### src/rtl/i2s_tx_if.sv
// I2S transmitter bus: configuration, FIFO write port, FIFO status and serial outputs.
// The slave modport is the transmitter side; the master modport is the host side.
interface i2s_tx_if;
  logic        en;
  logic [7:0]  sck_prescaler;
  logic [4:0]  sample_size;
  logic        left_justified;
  logic [1:0]  channels;
  logic        fifo_wr;
  logic [31:0] fifo_wdata;
  logic [4:0]  fifo_level_threshold;
  logic        fifo_full;
  logic        fifo_empty;
  logic [4:0]  fifo_level;
  logic        fifo_level_below;
  logic        sck;
  logic        ws;
  logic        sdo;
  logic        underrun;

  modport slave (
    input  en, sck_prescaler, sample_size, left_justified, channels,
           fifo_wr, fifo_wdata, fifo_level_threshold,
    output fifo_full, fifo_empty, fifo_level, fifo_level_below,
           sck, ws, sdo, underrun
  );

  modport master (
    output en, sck_prescaler, sample_size, left_justified, channels,
           fifo_wr, fifo_wdata, fifo_level_threshold,
    input  fifo_full, fifo_empty, fifo_level, fifo_level_below,
           sck, ws, sdo, underrun
  );
endinterface

### src/rtl/i2s_tx.sv
// I2S transmitter: 16x32 sample FIFO, programmable sck generator, 64-sck frame
// engine with left-justified or Philips output framing.
// Optional build macro I2S_TX_UNDERRUN_REPEAT_EN: an underrun slot repeats the
// last word popped for that channel instead of sending zeros.
module i2s_tx (
  input  logic       clk,
  input  logic       rst_n,
  i2s_tx_if.slave    bus
);

  logic [31:0] r_mem [0:15];
  logic [3:0]  r_wr_ptr;
  logic [3:0]  r_rd_ptr;
  logic [4:0]  r_count;
  logic [7:0]  r_presc;
  logic        r_sck;
  logic        r_ws;
  logic [4:0]  r_bit_ctr;
  logic [31:0] r_shift;
  logic        r_lj;        // current bit of the left-justified stream
  logic        r_lj_mode;   // framing latched at the last slot start
  logic        r_sdo;
  logic        r_underrun;
`ifdef I2S_TX_UNDERRUN_REPEAT_EN
  logic [31:0] r_last_l;
  logic [31:0] r_last_r;
`endif

  logic        w_full;
  logic        w_empty;
  logic        w_tick;
  logic        w_fe;
  logic        w_slot_start;
  logic        w_new_ws;
  logic        w_chan_en;
  logic        w_pop;
  logic        w_push;
  logic        w_underrun;
  logic [31:0] w_head;
  logic [31:0] w_load;
  logic        w_mode;
  logic        w_lj_next;
  logic        w_sdo_next;

  // Place the low N bits of a sample at the top of the slot word (N = 0 means 32).
  function automatic logic [31:0] align_sample(input logic [31:0] data, input logic [4:0] size);
    logic [5:0] n;
    n = (size == 5'd0) ? 6'd32 : {1'b0, size};
    return data << (6'd32 - n);
  endfunction

  assign w_full       = (r_count == 5'd16);
  assign w_empty      = (r_count == 5'd0);
  assign w_tick       = bus.en && (r_presc == 8'd0);
  assign w_fe         = w_tick && r_sck;
  assign w_slot_start = w_fe && (r_bit_ctr == 5'd31);
  assign w_new_ws     = ~r_ws;
  // ws=0 is the left slot (channels[1]), ws=1 the right slot (channels[0])
  assign w_chan_en    = w_new_ws ? bus.channels[0] : bus.channels[1];
  assign w_pop        = w_slot_start && w_chan_en && !w_empty;
  assign w_underrun   = w_slot_start && w_chan_en && w_empty;
  assign w_push       = bus.fifo_wr && !w_full;
  assign w_head       = r_mem[r_rd_ptr];
  assign w_mode       = w_slot_start ? bus.left_justified : r_lj_mode;
  assign w_lj_next    = w_slot_start ? w_load[31] : r_shift[31];
  // Philips framing re-emits the previous left-justified bit, a one-FE delay
  assign w_sdo_next   = w_mode ? w_lj_next : r_lj;

  // Select the word loaded into the shift register at a slot start.
  always_comb begin
    w_load = 32'd0;
    if (w_pop) begin
      w_load = align_sample(w_head, bus.sample_size);
    end else if (w_underrun) begin
`ifdef I2S_TX_UNDERRUN_REPEAT_EN
      w_load = align_sample(w_new_ws ? r_last_r : r_last_l, bus.sample_size);
`else
      w_load = 32'd0;
`endif
    end else begin
      w_load = 32'd0;
    end
  end

  // FIFO storage write; contents need no reset because the pointers define validity.
  always_ff @(posedge clk) begin
    if (w_push) begin
      r_mem[r_wr_ptr] <= bus.fifo_wdata;
    end
  end

  // FIFO pointers and occupancy; a push and pop in the same cycle leave the level unchanged.
  always_ff @(posedge clk or negedge rst_n) begin
    if (!rst_n) begin
      r_wr_ptr <= 4'd0;
      r_rd_ptr <= 4'd0;
      r_count  <= 5'd0;
    end else begin
      if (w_push) begin
        r_wr_ptr <= r_wr_ptr + 4'd1;
      end
      if (w_pop) begin
        r_rd_ptr <= r_rd_ptr + 4'd1;
      end
      case ({w_push, w_pop})
        2'b10:   r_count <= r_count + 5'd1;
        2'b01:   r_count <= r_count - 5'd1;
        default: r_count <= r_count;
      endcase
    end
  end

  // Serial clock generator and frame engine; everything outside underrun freezes while en=0.
  always_ff @(posedge clk or negedge rst_n) begin
    if (!rst_n) begin
      r_presc    <= 8'd0;
      r_sck      <= 1'b0;
      r_ws       <= 1'b1;
      r_bit_ctr  <= 5'd31;
      r_shift    <= 32'd0;
      r_lj       <= 1'b0;
      r_lj_mode  <= 1'b0;
      r_sdo      <= 1'b0;
      r_underrun <= 1'b0;
    end else begin
      r_underrun <= w_underrun;
      if (bus.en) begin
        if (r_presc == 8'd0) begin
          r_presc <= bus.sck_prescaler;
        end else begin
          r_presc <= r_presc - 8'd1;
        end
      end
      if (w_tick) begin
        r_sck <= ~r_sck;
      end
      if (w_fe) begin
        r_bit_ctr <= r_bit_ctr + 5'd1;
        r_lj      <= w_lj_next;
        r_sdo     <= w_sdo_next;
        if (w_slot_start) begin
          r_ws      <= w_new_ws;
          r_lj_mode <= bus.left_justified;
          r_shift   <= {w_load[30:0], 1'b0};
        end else begin
          r_shift   <= {r_shift[30:0], 1'b0};
        end
      end
    end
  end

`ifdef I2S_TX_UNDERRUN_REPEAT_EN
  // Remember the last word popped per channel for underrun repetition.
  always_ff @(posedge clk or negedge rst_n) begin
    if (!rst_n) begin
      r_last_l <= 32'd0;
      r_last_r <= 32'd0;
    end else if (w_pop) begin
      if (w_new_ws) begin
        r_last_r <= w_head;
      end else begin
        r_last_l <= w_head;
      end
    end
  end
`endif

  assign bus.fifo_full        = w_full;
  assign bus.fifo_empty       = w_empty;
  assign bus.fifo_level       = r_count;
  assign bus.fifo_level_below = (r_count < bus.fifo_level_threshold);
  assign bus.sck              = r_sck;
  assign bus.ws               = r_ws;
  assign bus.sdo              = r_sdo;
  assign bus.underrun         = r_underrun;

endmodule

### src/flat_wrapper.sv
// flat-port wrapper written by rule: the top's interface ports become plain ports
module i2s_tx_flat 
  (clk, rst_n, bus_en, bus_sck_prescaler, bus_sample_size, bus_left_justified, bus_channels, bus_fifo_wr, bus_fifo_wdata, bus_fifo_level_threshold, bus_fifo_full, bus_fifo_empty, bus_fifo_level, bus_fifo_level_below, bus_sck, bus_ws, bus_sdo, bus_underrun);
  i2s_tx_if bus_i ();
  input  logic clk;
  input  logic rst_n;
  input wire logic [$bits(bus_i.en)-1:0] bus_en;
  input wire logic [$bits(bus_i.sck_prescaler)-1:0] bus_sck_prescaler;
  input wire logic [$bits(bus_i.sample_size)-1:0] bus_sample_size;
  input wire logic [$bits(bus_i.left_justified)-1:0] bus_left_justified;
  input wire logic [$bits(bus_i.channels)-1:0] bus_channels;
  input wire logic [$bits(bus_i.fifo_wr)-1:0] bus_fifo_wr;
  input wire logic [$bits(bus_i.fifo_wdata)-1:0] bus_fifo_wdata;
  input wire logic [$bits(bus_i.fifo_level_threshold)-1:0] bus_fifo_level_threshold;
  output wire logic [$bits(bus_i.fifo_full)-1:0] bus_fifo_full;
  output wire logic [$bits(bus_i.fifo_empty)-1:0] bus_fifo_empty;
  output wire logic [$bits(bus_i.fifo_level)-1:0] bus_fifo_level;
  output wire logic [$bits(bus_i.fifo_level_below)-1:0] bus_fifo_level_below;
  output wire logic [$bits(bus_i.sck)-1:0] bus_sck;
  output wire logic [$bits(bus_i.ws)-1:0] bus_ws;
  output wire logic [$bits(bus_i.sdo)-1:0] bus_sdo;
  output wire logic [$bits(bus_i.underrun)-1:0] bus_underrun;
  assign bus_i.en = bus_en;
  assign bus_i.sck_prescaler = bus_sck_prescaler;
  assign bus_i.sample_size = bus_sample_size;
  assign bus_i.left_justified = bus_left_justified;
  assign bus_i.channels = bus_channels;
  assign bus_i.fifo_wr = bus_fifo_wr;
  assign bus_i.fifo_wdata = bus_fifo_wdata;
  assign bus_i.fifo_level_threshold = bus_fifo_level_threshold;
  assign bus_fifo_full = bus_i.fifo_full;
  assign bus_fifo_empty = bus_i.fifo_empty;
  assign bus_fifo_level = bus_i.fifo_level;
  assign bus_fifo_level_below = bus_i.fifo_level_below;
  assign bus_sck = bus_i.sck;
  assign bus_ws = bus_i.ws;
  assign bus_sdo = bus_i.sdo;
  assign bus_underrun = bus_i.underrun;
  i2s_tx u_core (.clk(clk), .rst_n(rst_n), .bus(bus_i));
endmodule
### config.mk
export PLATFORM = sky130hd
export DESIGN_NAME = i2s_tx_flat
export DESIGN_NICKNAME = d
export VERILOG_FILES = /design/src/rtl/i2s_tx_if.sv /design/src/rtl/i2s_tx.sv /design/src/flat_wrapper.sv
export SDC_FILE = /design/constraint.sdc
export NUM_CORES = 1
export LEC_CHECK = 0
export ABC_CLOCK_PERIOD_IN_PS = 3890
export CORE_UTILIZATION = 56
export DETAILED_ROUTE_END_ITERATION = 8
export PLACE_DENSITY = 0.86
export REMOVE_ABC_BUFFERS = 1
export SETUP_SLACK_MARGIN = 0.02
export SLEW_MARGIN = 30
export SYNTH_ARGS = -nofsm -noshare
export SYNTH_HDL_FRONTEND = slang
export SYNTH_SLANG_ARGS = --single-unit
### constraint.sdc
create_clock -name clk -period 3.89 [get_ports clk]
set_input_delay 1.167 -clock clk [delete_from_list [all_inputs] [get_ports clk]]
set_output_delay 1.167 -clock clk [all_outputs]
set_load 0.02 [all_outputs]
* After elaboration in Yosys (flattened, before gate mapping) *
Memory sizes are Yosys's and may differ from the RTL's.
Index checks and enable logic that the tools add are counted.

cells by class
  reductions and logical operators = 14
  shift operators = 1
  bitwise operators = 2
  add/sub/neg operators = 7
  mux-type cells = 11
  equal/unequal tests = 4
  magnitude comparators = 1

operators by type and width
  kind                 count
  $mux 32              2
  $shl 32x6->32        1
  $add 5x1->5 const B  2
  $eq 5x5->1 const B   2
  $logic_not 5->1      2
  $pmux 5 s2           1
  $add 4x1->4 const B  2
  $logic_not 8->1      1
  $mux 8               1
  $sub 8x1->8 const B  1
  $logic_and 1x1->1    7
  $mux 1               6
  $mux 6               1
  $sub 6x6->6 const A  1
  $lt 5x5->1           1
  $sub 5x1->5 const B  1
  $eq 2x1->1 const B   1
  $eq 2x2->1 const B   1
  $logic_not 1->1      2
  $not 1->1            2
  $reduce_and 2->1     1
  $reduce_bool 2->1    1

word-level totals
  memory bits (writable) = 512
  input port bits = 57
  logic and storage cells = 53
  register bits = 64
  memories = 1
  output and inout bits = 12

memories
  memory        words  width  read ports  clocked after memory_dff  write ports  RTL line      text
  u_core.r_mem  16     32     1           0                         1            i2s_tx.sv:11  logic [31:0] r_mem [0:15];

* Logic depth before layout (Yosys ltp) *
Gate-level depths: netlist of run 1.

  depth in word-level cells = 9
  mapped depth = 18
  gate-level depth less buffers = 15

* Least setup slack after synthesis of run 1 *
No wires, ideal clock.

  path type = input -> register
  from = input bus_sample_size[0]
  to = register u_core.r_shift[24]
  cell stages on the path = 12
  library setup time = 0.073 ns
  arrival = 4.488 ns
  path slack = -0.671 ns
  required time = 3.817 ns
  buffers on the path = 3
  path through = inv_1 -> buf_1 -> clkbuf_1 -> clkbuf_1 -> ha_1 -> xor2_1 -> a211oi_1 -> or4_4 -> a221o_1 -> or3_1 -> o221a_1 -> a2bb2oi_2

on the way
  word-level cells in the longest chain between the ends = 6

RTL lines
  element                 RTL line           text
  start: declaration      flat_wrapper.sv:9  input wire logic [$bits(bus_i.sample_size)-1:0] bus_sample_size;
  $logic_not 5->1         i2s_tx.sv:48       n = (size == 5'd0) ? 6'd32 : {1'b0, size};
  $mux 6 *                i2s_tx.sv:48
  $sub 6x6->6 *           i2s_tx.sv:49       return data << (6'd32 - n);
  $shl 32x6->32 *         i2s_tx.sv:49
  $mux 32 *               i2s_tx.sv:72       if (w_pop) begin
  $mux 32 *               i2s_tx.sv:141      if (w_slot_start) begin
  end signal: assignment  i2s_tx.sv:144      r_shift <= {w_load[30:0], 1'b0};
  end signal: assignment  i2s_tx.sv:146      r_shift <= {r_shift[30:0], 1'b0};
  end: declaration        i2s_tx.sv:19       logic [31:0] r_shift;

Every way passes the cells marked *; elsewhere a longest branch is shown, timed or not.
A chain may end at the register's enable or synchronous reset.

* Final worst setup path of run 1 *
  from = input bus_fifo_level_threshold[1]
  to = output bus_fifo_level_below

on the way
  word-level cells in the longest chain between the ends = 1

RTL lines
  element             RTL line            text
  start: declaration  flat_wrapper.sv:14  input wire logic [$bits(bus_i.fifo_level_threshold)-1:0] bus_fifo_level_threshold;
  $lt 5x5->1          i2s_tx.sv:171       assign bus.fifo_level_below = (r_count < bus.fifo_level_threshold);
  end: declaration    flat_wrapper.sv:18  output wire logic [$bits(bus_i.fifo_level_below)-1:0] bus_fifo_level_below;

No other way between the ends.

==> flow_metrics.py, run 1 <==
metrics = {
    "clock_tree": {
        "clock_latency_ns": 0.62,
        "cts_made_buffers": 55,
        "cts-root-buf": "clkbuf_16",
        "cts_tree": "done",
        "clockBufferDepth": 3,
        "htreeDepth": 2,
        "path_clk_slew_ns": 0.06,
        "cts_setup_buffers": 0,
        "clock-sinks": 575,
    },
    "worst_setup_path": {
        "path_buf_inv": 3,
        "worstSetupEndpointType": "output port",
        "cp.required_ns": 2.72,
        "path_delay_family": "buffers and inverters",
        "critPathLaunchType": "input port",
        "crit_fanout": 1,
        "critical_path_class": "input port to output port",
        "cp_slowest_cell": "clkdlybuf4s50_1",
        "crit_path_frequent_cell": "a21oi_1",
        "cp.arrival_ns": 2.61,
        "crit_chain": "clkdlybuf4s50_1 -> inv_1 -> ha_1 -> a21oi_1 -> nor2b_1 -> o21ai_0 -> nand2b_1 -> a21oi_1 -> buf_4",
        "cpPeakStageDelay_ns": 0.45,
    },
    "sta": {
        "tightest_slew_ns": 0.747,
        "period_needed_ns": 3.78,
        "rsz0062_at_grt": "no",
        "finalMaxSlewViolations": 0,
        "final-hold-violation-count": 0,
        "fmax_ghz": 0.265,
        "finClkSkew_ns": 0.0124,
        "setup_violations": 0,
        "slew_headroom_pct": 48.8,
        "min_period_over_period_pct": 97.2,
    },
    "detailed_routing": {
        "final_antenna_net_count": 0,
        "vias": 16000,
        "firstDrtPassIters": 5,
        "drt_iter0_drc": 2328,
        "routed_wl_um": 70100,
        "drc": 0,
        "viasPerCell": 6.71,
        "wire_per_inst_um": 29.4,
    },
    "floorplanning": {
        "core_sq_um": 44400,
        "die_y_um": 215,
        "die_width_um": 215,
        "num_io_pins": 69,
        "die_area_sq_um": 46100,
        "start_util_pct": 57.0,
        "rows": 77,
    },
    "layout": {
        "design_area_sq_um": 29400,
        "drive_gt1_share_pct": 22.4,
        "final_cell_mix": "edfxtp_1, buf_4, mux2i_1",
        "final_common_cell": "edfxtp_1",
        "fin_cells": 2388,
        "areaGrowthSynthToFinish_pct": 16.1,
        "nets": 1828,
        "antennaDiodeCount": 0,
    },
    "placement": {
        "dp_hpwl_um": 43700,
        "gp_congestion": 1.09,
        "placed_area_sq_um": 27700,
        "placed_cells": 2288,
        "io_buffers": 68,
    },
    "global_route": {
        "grt_max_degree": 38,
        "antenna_found_initial": 2,
        "grt_pass1_vias": 16000,
        "grt.overflow.total": 0,
        "grt_pass1_wl_um": 104000,
        "track_usage_pct": 30.9,
    },
    "yosys": {
        "yosysWarningCount": 0,
        "synthCells": 1569,
        "synth_top_area_share_pct": 60.7,
        "yosysTopAreaCell": "edfxtp_1",
        "synth_seq_cells": 575,
        "synth.avg_cell_area_sq_um": 16.1,
        "synth_edf_count": 512,
        "ys_seq_area_share_pct": 67.0,
        "synthDistinctLibCells": 76,
        "synthTopCellsByArea": "edfxtp_1, mux4_2, dfrtp_1",
        "synth_area_sq_um": 25300,
        "synth-async-reset-ratio_pct": 11.0,
        "synth_ff_type": "edfxtp_1",
    },
    "min_path": {
        "min_path_type": "flop to flop",
    },
    "run": {
        "maxCapViolCount": 0,
    },
    "pwr": {
        "power_leakage_nw": 9.82,
        "irDropWorstVdd_uv": 396,
        "p_per_area_nw_per_um2": 511,
    },
    "run_status": {
        "outcome": "complete, no violations",
    },
}
-- stage by stage --
step | hold WS, ns | utilization [%] | total power [mW] | setup WS [ns] | TNS [ns]
after detailed placement | 0.461 | 62.4 | 10.1 | -0.357 | -4.64
after CTS | 0.472 | 66.2 | 15.1 | 0.0948 | 0
after global placement | 0.447 | 62.4 | 9.94 | -0.417 | -3.64
after floorplan | 0.442 | - | 8.90 | -1.90 | -92.54
after global routing | 0.481 | 66.2 | 15.5 | 0.0219 | 0
final | 0.471 | 66.2 | 15.0 | 0.111 | 0
-- area by class of cell --
class                      instances  area, sq um
tap                              592          741
fill                            2909        15000
clock inverter                    28          240
inverter                          28          105
clock buffer                      72         1440
timing repair buffer             224         2110
multi-input combinational        869         7800
sequential                       575        17000
-- path summary, 6_finish.rpt --
kind	start	endpoint	slack (ns)	cells past startpoint
worst max register to register	u_core.r_rd_ptr[3]	u_core.r_shift[26]	0.14	9
min in group asynchronous	rst_n	u_core.r_shift[5]	0.59	1
worst min register to register	u_core.r_bit_ctr[4]	u_core.r_bit_ctr[4]	0.47	2
worst min-delay path	u_core.r_bit_ctr[4]	u_core.r_bit_ctr[4]	0.47	2
max in group asynchronous	rst_n	u_core.r_rd_ptr[2]	2.54	2
worst max-delay path	bus_fifo_level_threshold[1]	bus_fifo_level_below	0.11	9
-- power by group --
group	internal (mW)	switching, mW
clock network	2.81	2.24
logic	0.817	1.38
registers	7.47	0.323
-- cell families (layout without fill, tap and decap cells) --
logic type	Yosys count	count (layout)	synth area share (%)
buf+inv	125	352	2.79
simple gates	304	304	5.54
fa+ha+maj	18	18	0.889
compound gates	271	271	7.70
flops	575	575	67.0
mux	253	253	15.3
xor+xnor	23	23	0.796
-- repair_timing --
action                     in CTS  in global routing
setup endpoints to repair       1                  1
hold buffers                    0                  0
resized for setup               4                  1
-- worst reg2reg max path, cell delays in order (launching register included) --
cell      delay, ns
dfrtp_4        0.67
buf_4          0.36
mux4_2         0.35
a22o_1         0.29
nor2_1         0.56
nor2_1         0.09
o31ai_1        0.47
o221ai_1       0.35
a221oi_1       0.35
a22oi_1        0.11
-- Yosys cell counts, types with 23 or more instances --
| library cell | n |
|---|---|
| nand2_1 | 95 |
| mux4_2 | 103 |
| o21ai_0 | 37 |
| mux2i_1 | 122 |
| mux2_2 | 26 |
| inv_1 | 27 |
| a221oi_1 | 23 |
| nor3_1 | 27 |
| nand3_1 | 28 |
| dfrtp_1 | 57 |
| edfxtp_1 | 512 |
| nor2_1 | 89 |
| a22oi_1 | 26 |
| a21oi_1 | 44 |
| clkbuf_1 | 41 |
-- metal layers --
metal,track usage (%),part of all wire [%]
met5,0,0
met4,15.0,4.9
met3,5.93,9.4
met2,49.8,48
met1,40.9,37
-- registers in the layout (all words and copies together), names as in the netlist --
register               count
u_core.r_rd_ptr            4
u_core.bus.ws              1
u_core.bus.fifo_level      5
u_core.r_shift            31
u_core.r_wr_ptr            4
u_core.bus.sck             1
u_core.r_presc             8
u_core.r_bit_ctr           5
u_core.r_lj_mode           1
u_core.r_mem             512
u_core.bus.underrun        1
u_core.bus.sdo             1
u_core.r_lj                1
Note: power is estimated with default switching activity, not from simulation.
==> run 2, diff against run 1 <==
- ABC_AREA: default -> 1
- HOLD_SLACK_MARGIN: default -> 0.15
==> run 2 against run 1 <==
  * Total power shrank 14%
  * Fmax decreased by 0.34%
  * Largest power group unchanged
  * Synthesized cell count rose by 54%
  * Core utilization decreased by 1.3 points
  * Synthesized area grew 0.38%
  * Setup slack worse by 0.013 ns
  * Count of clock-buffer cells in the layout fell by 9
  * Worst hold slack better by 0.0038 ns
  * Clock power increased by 9.1%
  * Cell area is 1.8% lower
  * Die area is 0.37% higher
  * Global-route usage fell by 2.3 points
==> flow_metrics.py, run 2 <==
metrics = {
    "run_status": {
        "outcome": "complete, no violations",
    },
    "clock_tree": {
        "cts_made_buffers": 56,
        "cts_tree": "done",
        "cts-root-buf": "clkbuf_16",
        "path_clk_slew_ns": 0.06,
        "clockBufferDepth": 3,
        "clock-sinks": 575,
        "cts_setup_buffers": 0,
        "htreeDepth": 2,
        "clock_latency_ns": 0.64,
    },
    "layout": {
        "areaGrowthSynthToFinish_pct": 13.7,
        "final_cell_mix": "nand2_1, edfxtp_1, nand3_1",
        "top_register": "u_core.r_mem",
        "n_fill_cell": 3196,
        "drive_gt1_share_pct": 8.25,
        "design_area_sq_um": 28900,
        "fin_util_pct": 64.9,
        "multi_input_area_sq_um": 7400,
        "biggestRegsByFlops": "u_core.r_mem x512, u_core.r_shift x31, u_core.r_presc x8",
        "antennaDiodeCount": 0,
        "regArea_sq_um": 17000,
        "largest_reg_flops": 512,
        "final_common_cell": "nand2_1",
        "nets": 2539,
    },
    "pwr": {
        "switching_share_pct": 21.8,
        "p_per_area_nw_per_um2": 448,
        "intPower_mw": 10.1,
        "seq_power_share_pct": 52.8,
        "p_clk_share_pct": 42.6,
        "combPwrFrac_pct": 4.6,
        "p_switching_mw": 2.81,
        "finalPower_mw": 12.9,
        "power_leakage_nw": 10.9,
        "irDropWorstVdd_uv": 407,
    },
    "yosys": {
        "synth-async-reset-ratio_pct": 11.0,
        "ys_seq_area_share_pct": 66.7,
        "synthCells": 2410,
        "synth_seq_cells": 575,
        "synth_area_sq_um": 25400,
        "yosysWarningCount": 0,
        "synthTopCellsByArea": "edfxtp_1, nand2_1, nand3_1",
        "netlist_top_cells_count": "nand2_1, edfxtp_1, nand3_1",
        "yosysTopAreaCell": "edfxtp_1",
        "synth.avg_cell_area_sq_um": 10.5,
        "synth_ff_type": "edfxtp_1",
        "synth.most_common_cell": "nand2_1",
        "synth_top_area_share_pct": 60.5,
        "synth_edf_count": 512,
        "synthDistinctLibCells": 45,
    },
    "worst_setup_path": {
        "rrSetupSlack_ns": 0.59,
        "critPathLaunchType": "input port",
        "cp.required_ns": 2.72,
        "reg2reg_depth": 17,
        "cp.arrival_ns": 2.63,
        "reg2reg_from": "u_core.r_bit_ctr[0]",
        "crit_fanout": 1,
        "worstSetupEndpointType": "output port",
        "critical_path_class": "input port to output port",
        "rr_endpoint": "u_core.bus.fifo_level[4]",
    },
    "placement": {
        "dp_hpwl_um": 38300,
        "placed_area_sq_um": 27000,
        "gp_congestion": 0.942,
        "io_buffers": 68,
        "pre_cts_ws_ns": -0.408,
    },
    "sta": {
        "final-hold-violation-count": 0,
        "min_period_over_period_pct": 97.5,
        "slew_headroom_pct": 33.1,
        "tightest_slew_ns": 1.00,
        "fmax_ghz": 0.264,
        "rsz0062_at_grt": "no",
        "period_needed_ns": 3.79,
        "finClkSkew_ns": 0.0378,
        "finalMaxSlewViolations": 0,
        "worst_slack_ns": 0.0979,
        "setup_violations": 0,
    },
    "detailed_routing": {
        "viasPerCell": 6.07,
        "drc": 0,
        "firstDrtPassIters": 6,
        "vias": 18800,
        "wire_per_inst_um": 21.3,
        "drt_iter0_drc": 2645,
        "routed_wl_um": 66100,
        "final_antenna_net_count": 0,
    },
    "floorplanning": {
        "start_util_pct": 57.1,
        "rows": 77,
        "die_width_um": 215,
        "die_y_um": 215,
        "die_area_sq_um": 46200,
        "num_io_pins": 69,
        "core_sq_um": 44500,
    },
    "global_route": {
        "grt_pass1_wl_um": 102000,
        "grt.overflow.total": 0,
        "grt_max_degree": 162,
        "track_usage_pct": 28.7,
        "antenna_found_initial": 1,
        "grt_pass1_vias": 18500,
    },
    "min_path": {
        "whs_path_depth": 2,
        "holdCritStartpoint": "u_core.r_bit_ctr[4]",
        "min_path_type": "flop to flop",
        "holdPathEnd": "u_core.r_bit_ctr[4]",
    },
    "run": {
        "maxCapViolCount": 0,
    },
}
==> run 2: cell count changes after synthesis, sizes merged, moves of 70 or more <==
cell / before / now
inv: 28 / 128
nand3: 28 / 339
o21ai: 38 / 128
mux4: 104 / 0
nor2: 90 / 246
mux2i: 122 / 1
a21oi: 44 / 114
nand2: 95 / 623
==> run 2: logic make-up after synthesis <==
| logic type | Yosys count | share of synthesized area [%] |
|---|---|---|
| AND/OR/NAND/NOR | 1232 | 20.5 |
| flip-flops | 575 | 66.7 |
| AO/OA/AOI/OAI | 299 | 6.54 |
| buffers and inverters | 267 | 4.70 |
| adder cells (fa/ha/maj) | 18 | 0.886 |
| XOR/XNOR | 17 | 0.586 |
| multiplexers | 2 | 0.0837 |
==> run 2: layer usage <==
| metal | up-vias | wire length [um] | global-route usage, % |
|---|---|---|---|
| met4 | 2 | 2630 | 13.7 |
| met3 | 216 | 7170 | 5.36 |
| met5 | - | 12 | 0 |
| met1 | 8911 | 24900 | 38.0 |
| li1 | 8401 | - | - |
| met2 | 1297 | 31400 | 45.9 |
==> run 2: worst max-delay path, stage by stage <==
cell             delay, ns
clkdlybuf4s50_1       0.46
inv_1                 0.04
ha_1                  0.26
a21oi_1               0.16
nor2_1                0.06
o21ai_1               0.14
nand2_1               0.09
a21oi_2               0.11
buf_4                 0.14
==> run 2: stage by stage <==
stage	setup TNS [ns]	hold WS [ns]	cells
2_1_floorplan	-200.04	0.444	2274
3_3_place_gp	-0.394	0.452	2998
3_5_place_dp	-0.528	0.467	2998
4_1_cts	0	0.478	3102
5_1_grt	0	0.498	3102
6_report	0	0.475	3102
==> run 2: repair_timing <==
action | in CTS | in global routing
cloned | 0 | 0
setup endpoints to repair | 1 | 1
hold buffers | 0 | 0
resized for setup | 4 | 3
==> run 2: cell type report <==
cell class | instances | share of cell area (%)
Timing Repair Buffer | 132 | 4.90
Clock inverter | 41 | 1.52
Multi-Input combinational cell | 1568 | 25.6
Inverter | 131 | 1.72
Sequential cell | 575 | 58.7
Clock buffer | 63 | 4.94
Tap cell | 592 | 2.56
==> run 2: worst max path at each step <==
stage                                            from                    to  slack, ns  cells past startpoint
final                     bus_fifo_level_threshold[1]  bus_fifo_level_below        0.1                      9
after global placement    bus_fifo_level_threshold[1]  bus_fifo_level_below      -0.39                      9
after detailed placement  bus_fifo_level_threshold[1]  bus_fifo_level_below      -0.41                      9
after floorplan                    u_core.r_rd_ptr[0]    u_core.r_shift[28]      -5.89                     14
after CTS                 bus_fifo_level_threshold[1]  bus_fifo_level_below       0.02                      9
after global routing      bus_fifo_level_threshold[1]  bus_fifo_level_below       0.04                      9
==> run 2: power groups by stage <==
stage	Clock, mW	Combinational, mW	Sequential (mW)
final	5.51	0.591	6.83
after global routing	5.77	0.653	6.84
after CTS	5.55	0.580	6.83
after detailed placement	0	0.577	6.96
after global placement	0	0.563	6.96
after floorplan	0	0.314	6.96
